[config.mk]
export PLATFORM = sky130hd
export DESIGN_NAME = qspi_img_sched
export DESIGN_NICKNAME = d
export VERILOG_FILES = /design/src/rtl/qspi_img_sched.sv
export SDC_FILE = /design/constraint.sdc
export NUM_CORES = 1
export LEC_CHECK = 0
export BUFFER_PORTS_ARGS = -buffer_cell sky130_fd_sc_hd__clkbuf_2
export CORE_MARGIN = 8
export CORE_UTILIZATION = 55
export CTS_CLUSTER_SIZE = 14
export DETAILED_ROUTE_END_ITERATION = 12
export PLACE_DENSITY = 0.88
export SYNTH_ARGS = -nofsm -noshare
export SYNTH_HDL_FRONTEND = slang
export SYNTH_SLANG_ARGS = --single-unit
[constraint.sdc]
create_clock -name clk -period 2 [get_ports clk]
set_input_delay 0.5 -clock clk [delete_from_list [all_inputs] [get_ports clk]]
set_output_delay 0.5 -clock clk [all_outputs]
set_load 0.01 [all_outputs]
[src/rtl/qspi_img_sched.sv]
// Image-rotation scheduler for a QSPI-fed display: primes the line reader, runs frames,
// rotates images with a start gap. Optional PRIME watchdog under QSPI_SCHED_TIMEOUT_EN.
module qspi_img_sched #(
    parameter int SWITCH_GAP    = 8,
    parameter int PRIME_TIMEOUT = 65535
) (
    input  logic       clk,
    input  logic       reset_n,
    input  logic       enable,
    input  logic [7:0] frame_hold,
    input  logic [3:0] img_count,
    input  logic       frame_done,
    input  logic       fifo_rdy,
    input  logic       underflow,
    output logic       start,
    output logic [3:0] img_id,
    output logic       disp_en,
    output logic [2:0] state,
    output logic [7:0] err_cnt,
    output logic       timeout_err
);

    typedef enum logic [2:0] {
        IDLE   = 3'd0,
        PRIME  = 3'd1,
        RUN    = 3'd2,
        SWITCH = 3'd3,
        ERROR  = 3'd4
    } state_t;

    localparam int GW = (SWITCH_GAP > 1) ? $clog2(SWITCH_GAP) : 1;
    localparam logic [GW-1:0] GAP_LAST = GW'(SWITCH_GAP - 1);

    state_t        cur, nxt;
    logic [7:0]    frame_cnt, frame_nxt, err_nxt;
    logic [3:0]    img_nxt, img_last;
    logic [GW-1:0] gap_cnt, gap_nxt;
    logic          start_nxt, disp_nxt;

`ifdef QSPI_SCHED_TIMEOUT_EN
    logic [15:0] prime_cnt, prime_nxt;
    logic        tout_nxt;
`else
    logic unused_prime_timeout;
    assign unused_prime_timeout = |16'(PRIME_TIMEOUT);
    assign timeout_err = 1'b0;
`endif

    // img_count of 0 behaves as a single image, so the last valid id is 0
    assign img_last = (img_count == 4'd0) ? 4'd0 : img_count - 4'd1;
    assign state    = cur;

    always_ff @(posedge clk or negedge reset_n) begin
        if (!reset_n) begin
            cur       <= IDLE;
            start     <= 1'b0;
            disp_en   <= 1'b0;
            img_id    <= 4'd0;
            frame_cnt <= 8'd0;
            err_cnt   <= 8'd0;
            gap_cnt   <= '0;
`ifdef QSPI_SCHED_TIMEOUT_EN
            prime_cnt   <= 16'd0;
            timeout_err <= 1'b0;
`endif
        end else begin
            cur       <= nxt;
            start     <= start_nxt;
            disp_en   <= disp_nxt;
            img_id    <= img_nxt;
            frame_cnt <= frame_nxt;
            err_cnt   <= err_nxt;
            gap_cnt   <= gap_nxt;
`ifdef QSPI_SCHED_TIMEOUT_EN
            prime_cnt   <= prime_nxt;
            timeout_err <= tout_nxt;
`endif
        end
    end

    always_comb begin
        nxt       = cur;
        frame_nxt = frame_cnt;
        err_nxt   = err_cnt;
        img_nxt   = img_id;
        gap_nxt   = gap_cnt;
`ifdef QSPI_SCHED_TIMEOUT_EN
        prime_nxt = prime_cnt;
        tout_nxt  = timeout_err;
`endif
        if (!enable) begin
            nxt       = IDLE;
            frame_nxt = 8'd0;
            gap_nxt   = '0;
`ifdef QSPI_SCHED_TIMEOUT_EN
            prime_nxt = 16'd0;
            tout_nxt  = 1'b0;
`endif
        end else begin
            case (cur)
                IDLE: begin
                    nxt = PRIME;
`ifdef QSPI_SCHED_TIMEOUT_EN
                    prime_nxt = 16'd0;
`endif
                end
                PRIME: begin
                    if (fifo_rdy) begin
                        nxt = RUN;
`ifdef QSPI_SCHED_TIMEOUT_EN
                        prime_nxt = 16'd0;
                    end else if (prime_cnt == 16'(PRIME_TIMEOUT)) begin
                        nxt      = ERROR;
                        tout_nxt = 1'b1;
                    end else begin
                        prime_nxt = prime_cnt + 16'd1;
`endif
                    end
                end
                RUN: begin
                    // underflow outranks frame_done: the frame in flight is discarded
                    if (underflow) begin
                        nxt       = SWITCH;
                        frame_nxt = 8'd0;
                        gap_nxt   = '0;
                        if (err_cnt != 8'hFF) err_nxt = err_cnt + 8'd1;
                    end else if (frame_done) begin
                        if (frame_hold != 8'd0 && frame_cnt == frame_hold - 8'd1) begin
                            nxt       = SWITCH;
                            frame_nxt = 8'd0;
                            gap_nxt   = '0;
                            img_nxt   = (img_id >= img_last) ? 4'd0 : img_id + 4'd1;
                        end else begin
                            frame_nxt = frame_cnt + 8'd1;
                        end
                    end
                end
                SWITCH: begin
                    if (gap_cnt == GAP_LAST) begin
                        nxt     = PRIME;
                        gap_nxt = '0;
                    end else begin
                        gap_nxt = gap_cnt + 1'b1;
                    end
                end
                ERROR:   nxt = ERROR;
                default: nxt = IDLE;
            endcase
        end
        start_nxt = (nxt == PRIME) || (nxt == RUN);
        disp_nxt  = (nxt == RUN);
    end

endmodule

# ---- Word level (Yosys, flattened, before mapping)
# Cells that the tools add are included.
dict set report totals {
  reg_bits 28
  in_bits 18
  wordCells 58
  output_inout_bits 18
}
dict set report op_classes {
  order_cmp 1
  muxes 20
  n_addsub 6
  reduce_logical 9
  eq_ne 14
  bitwise 1
}
# operator count
set op_table {}
lappend op_table {{$mux W8} 5}
lappend op_table {{$mux W3} 11}
lappend op_table {{$add A8 B1 Y8 const B} 2}
lappend op_table {{$pmux W3 S5} 1}
lappend op_table {{$eq A3 B2 Y1 const B} 3}
lappend op_table {{$eq A8 B8 Y1} 1}
lappend op_table {{$mux W4} 2}
lappend op_table {{$ne A4 B4 Y1 const B} 2}
lappend op_table {{$ne A8 B8 Y1 const B} 1}
lappend op_table {{$reduce_bool A8 Y1} 1}
lappend op_table {{$sub A8 B1 Y8 const B} 1}
lappend op_table {{$eq A3 B1 Y1 const B} 2}
lappend op_table {{$eq A3 B3 Y1 const B} 2}
lappend op_table {{$ne A3 B1 Y1 const B} 2}
lappend op_table {{$pmux W3 S2} 1}
lappend op_table {{$reduce_and A5 Y1} 1}
lappend op_table {{$add A4 B1 Y4 const B} 1}
lappend op_table {{$ge A4 B4 Y1} 1}
lappend op_table {{$logic_not A4 Y1} 1}
lappend op_table {{$reduce_and A4 Y1} 1}
lappend op_table {{$sub A4 B1 Y4 const B} 1}
lappend op_table {{$add A3 B1 Y3 const B} 1}
lappend op_table {{$logic_not A3 Y1} 1}
lappend op_table {{$reduce_and A3 Y1} 1}
lappend op_table {{5 further kinds} 5}

# ---- Depth between registers and ports, before layout
dict set report logic_depth {
  ltp_word 10
  depth_mapped 11
  ltp_nobuf 10
}

# ---- Worst setup path after synthesis
# No wires, ideal clock.
dict set report synth_timing {
  path_kind {input port to flip-flop}
  start {input port frame_hold[0]}
  end {register img_id[0]}
  arrival_time_ns 2.066
  path_buffers 1
  path_slack_ns -0.191
  required_time_ns 1.875
  setup_ns 0.125
  stages 10
  cell_sequence {inv_1 > ha_1 > buf_2 > or3b_1 > nor3b_1 > o22ai_1 > nand4_1 > nor3_4 > and3_1 > mux2_2}
}
dict set report synth_via {
  elab_chain_cells 4
  word_cells_on_any_way 5
  cone_classes {1 x add/sub; 1 x eq/ne; 3 x reduce/logical}
}
# item line_no
set synth_lines {}
lappend synth_lines {{from (decl)} 10} ;# input logic [7:0] frame_hold,
lappend synth_lines {{$sub A8 B1 Y8} 128} ;# if (frame_hold != 8'd0 && frame_cnt == frame_hold - 8'd1) begin
lappend synth_lines {{$eq A8 B8 Y1} 128}
lappend synth_lines {{$logic_and A1 B1 Y1 (*)} 128}
lappend synth_lines {{$reduce_and A5 Y1 (no line) (*)} -}
lappend synth_lines {{to (signal assigned)} 70} ;# img_id <= img_nxt;
lappend synth_lines {{to (decl)} 16} ;# output logic [3:0] img_id,
# Mark *: on every way between the ends. The rest lies on a longest branch, timed or not.
# A chain may end at the register's enable or synchronous reset.

# ---- Worst setup path after layout
# Same ends and word-level chain as after synthesis.

==> metrics.txt <==
Seq/Total Area, Yosys=0.374; GRT Max-Usage Layer=met2; library cells used by synthesis=47; Post-DP HPWL=approximately 3300 µm; final design utilization=0.736; simple logic cell fraction of the synthesized area=0.247; vias in the first global route=between 1.5k and 2k; fmax=about 510 MHz; main combinational cell family by area after synthesis=simple AND/OR/NAND/NOR gates; startpoint types=primary input; CTS Buf Count=3; DR iter-0 viols=74; XOR/XNOR share of the synthesized area=0.0747; pins over their slew limit=0; Placement Setup Slack=-0.454 ns; global-route track usage on met3=0.0296; Root Buffer=clkbuf_4; area leader, netlist=dfrtp_1; mux share of post-synthesis cell area=0.0233; first-pass GRT wire length=approximately 7500 µm; DR DRC count=0; Hold Path Class=in -> async; Initial Utilization=0.567; CP Max Fanout=10; Synth top area share=0.374; CTS tree=done; Post-synth top flop=dfrtp_1; LEAKAGE=between 1 and 1.5 nW; clock skew=approximately 0.011 ns; Std-Cell Rows=21; GRT overflow=0; Synth-to-Final Area Change=29.9%; largest net degree at the start of global routing=29; CTS Sinks=28; PwrDens=522 nW/µm²; Synthesized Nets=235; Compound-Gate Fraction of Synth Area=0.172; WL/cell=approximately 14 µm; core area=roughly 3300 µm²; FF-to-FF Start=frame_cnt[5]$_DFFE_PN0P_; number of nets in the layout=~300; layout cells sized above 1=0.321; MaxCap Viol Count=0; GR Layer Usage met1=0.210; Finished Layout Cells=314; Post-synth EDFFs=0; Port Buffers=34; Final WS setup=approximately 0.032 ns; commonest non-fill, non-tap cell in the layout=clkbuf_2; detailed-router iteration count before antenna repair=4; period utilization=0.984; Avg Inst Size Synth=9.06 µm²; GRT Total Usage=0.171; fin crit period=1.97 ns; placed insts=302; routed wire length=approximately 4400 µm; most frequent cells in the layout=clkbuf_2, buf_4, dfrtp_1; fill count=between 200 and 300; Worst Tran Pin Value=roughly 0.68 ns; Worst Path Required=2.23 ns; adder-cell share of the synthesized area=0.0667; Synth area leaders=dfrtp_1, ha_1, nand2_1, xnor2_1, a22o_1; Die Y=~74 µm; Seq cells post-synth=28; final setup fails=0; initial antenna violation count=0; vias=1735; insertion delay to the later sink of the worst-skew pair=roughly 0.34 ns; slew margin rel.=0.547; status=completed; die area=roughly 5500 µm²; asr flop ratio synth=1.00; CTS HTree Levels=1; vias per cell=5.53; # IOs=36; synthesized cell area=between 1500 and 2000 µm²; Yosys warning count=0; hold violation count in the final report=0; Routed Antenna Nets=0; cts hold-fix bufs=0; Die Wd=~74 µm; Worst-path clk slew=0.16 ns; Critical Path Start=frame_hold[0]; cell count after synthesis=207; Peak VDD IR=0.485 mV; WS Path Type=in -> reg; Placer Congestion=between 0.8 and 0.9; Clock Tree Buf Depth=2; Critical Path End Type=flop; ant diodes=0; M2 GR Usage=0.288; Data arrival, critical path=between 2 and 2.5 ns
cell usage after synthesis, types with 6 or more instances:
library cell  number
dfrtp_1           28
nand2_1           26
ha_1              10
xnor2_1           10
nor2_1             9
nor3_1             9
a22o_1             8
inv_1              8
o21ai_0            8
nand2b_1           7
a21oi_1            6
a31oi_1            6
and3_1             6
nand3_1            6
nand4_1            6
xor2_1             6
registers in the layout, summed over array words and instances, names as in the netlist:
signal and cells:
state 3, img_id 4, err_cnt 8, frame_cnt 8
gap_cnt 3, start 1, disp_en 1
final cells by class:
class	count	area, µm²	area share
Clock buffer	3	22.5	0.00924
Multi-Input combinational cell	163	1150	0.471
Sequential cell	28	702	0.288
Clock inverter	1	30.0	0.0123
Timing Repair Buffer	65	432	0.177
Tap cell	46	57.6	0.0236
Inverter	8	45.0	0.0185
critical path, stage by stage:
cell and delay, ns:
buf_4 0.13, inv_4 0.05, ha_4 0.13, or3b_4 0.38, nor3b_2 0.16, o22ai_1 0.11
nand4_1 0.12, nor3_4 0.06, buf_12 0.14, and3_4 0.17, mux2_4 0.25
power breakdown:
part / switching [mW] / internal [mW]
combinational: 0.136 / 0.122
clock: 0.177 / 0.203
sequential: 0.0379 / 0.595
cells by family (layout without fill, tap and decap cells):
kind of cell	after synthesis	count (layout)
fa+ha+maj	10	10
xor+xnor	16	16
other cells	1	1
flops	28	28
buf+inv	16	77
compound gates	46	46
simple gates	86	86
mux	4	4
metal layers:
metal / vias to the layer above / share of wire / wire, µm
met5: - / 0 / 0
met4: 0 / 0.0045 / 20
met3: 4 / 0.043 / 189
met2: 36 / 0.50 / 2230
met1: 820 / 0.45 / 1990
li1: 875 / - / -
worst paths after layout:
path | depth (start not counted) | slack (ns) | endpoint
worst max-delay path | 11 | 0.03 | img_id[0]$_DFFE_PN0P_
worst min-delay path | 1 | 0.16 | state[1]$_DFF_PN0_
worst max register to register | 8 | 0.06 | img_id[0]$_DFFE_PN0P_
worst min register to register | 1 | 0.52 | err_cnt[6]$_DFFE_PN0P_
max in group asynchronous | 1 | 1.37 | frame_cnt[3]$_DFFE_PN0P_
min in group clk | 3 | 0.45 | state[1]$_DFF_PN0_
timing repair:
item	4_1_cts	5_1_grt
resized for setup	1	13
pin swaps	3	3
cloned	0	0
setup endpoints to repair	11	14
buffers inserted	2	6
per-stage QoR:
stage,total power [mW],TNS (ns),cell area [µm²],hold WS (ns)
floorplan,0.774,-0.291,1930,0.204
global placement,0.884,-5.29,2270,0.484
detailed placement,0.896,-6.53,2270,0.499
CTS,1.28,0,2360,0.176
global route,1.34,-0.0100,2440,0.217
finish,1.27,0,2440,0.164
Note: power is estimated with default switching activity, not from simulation.
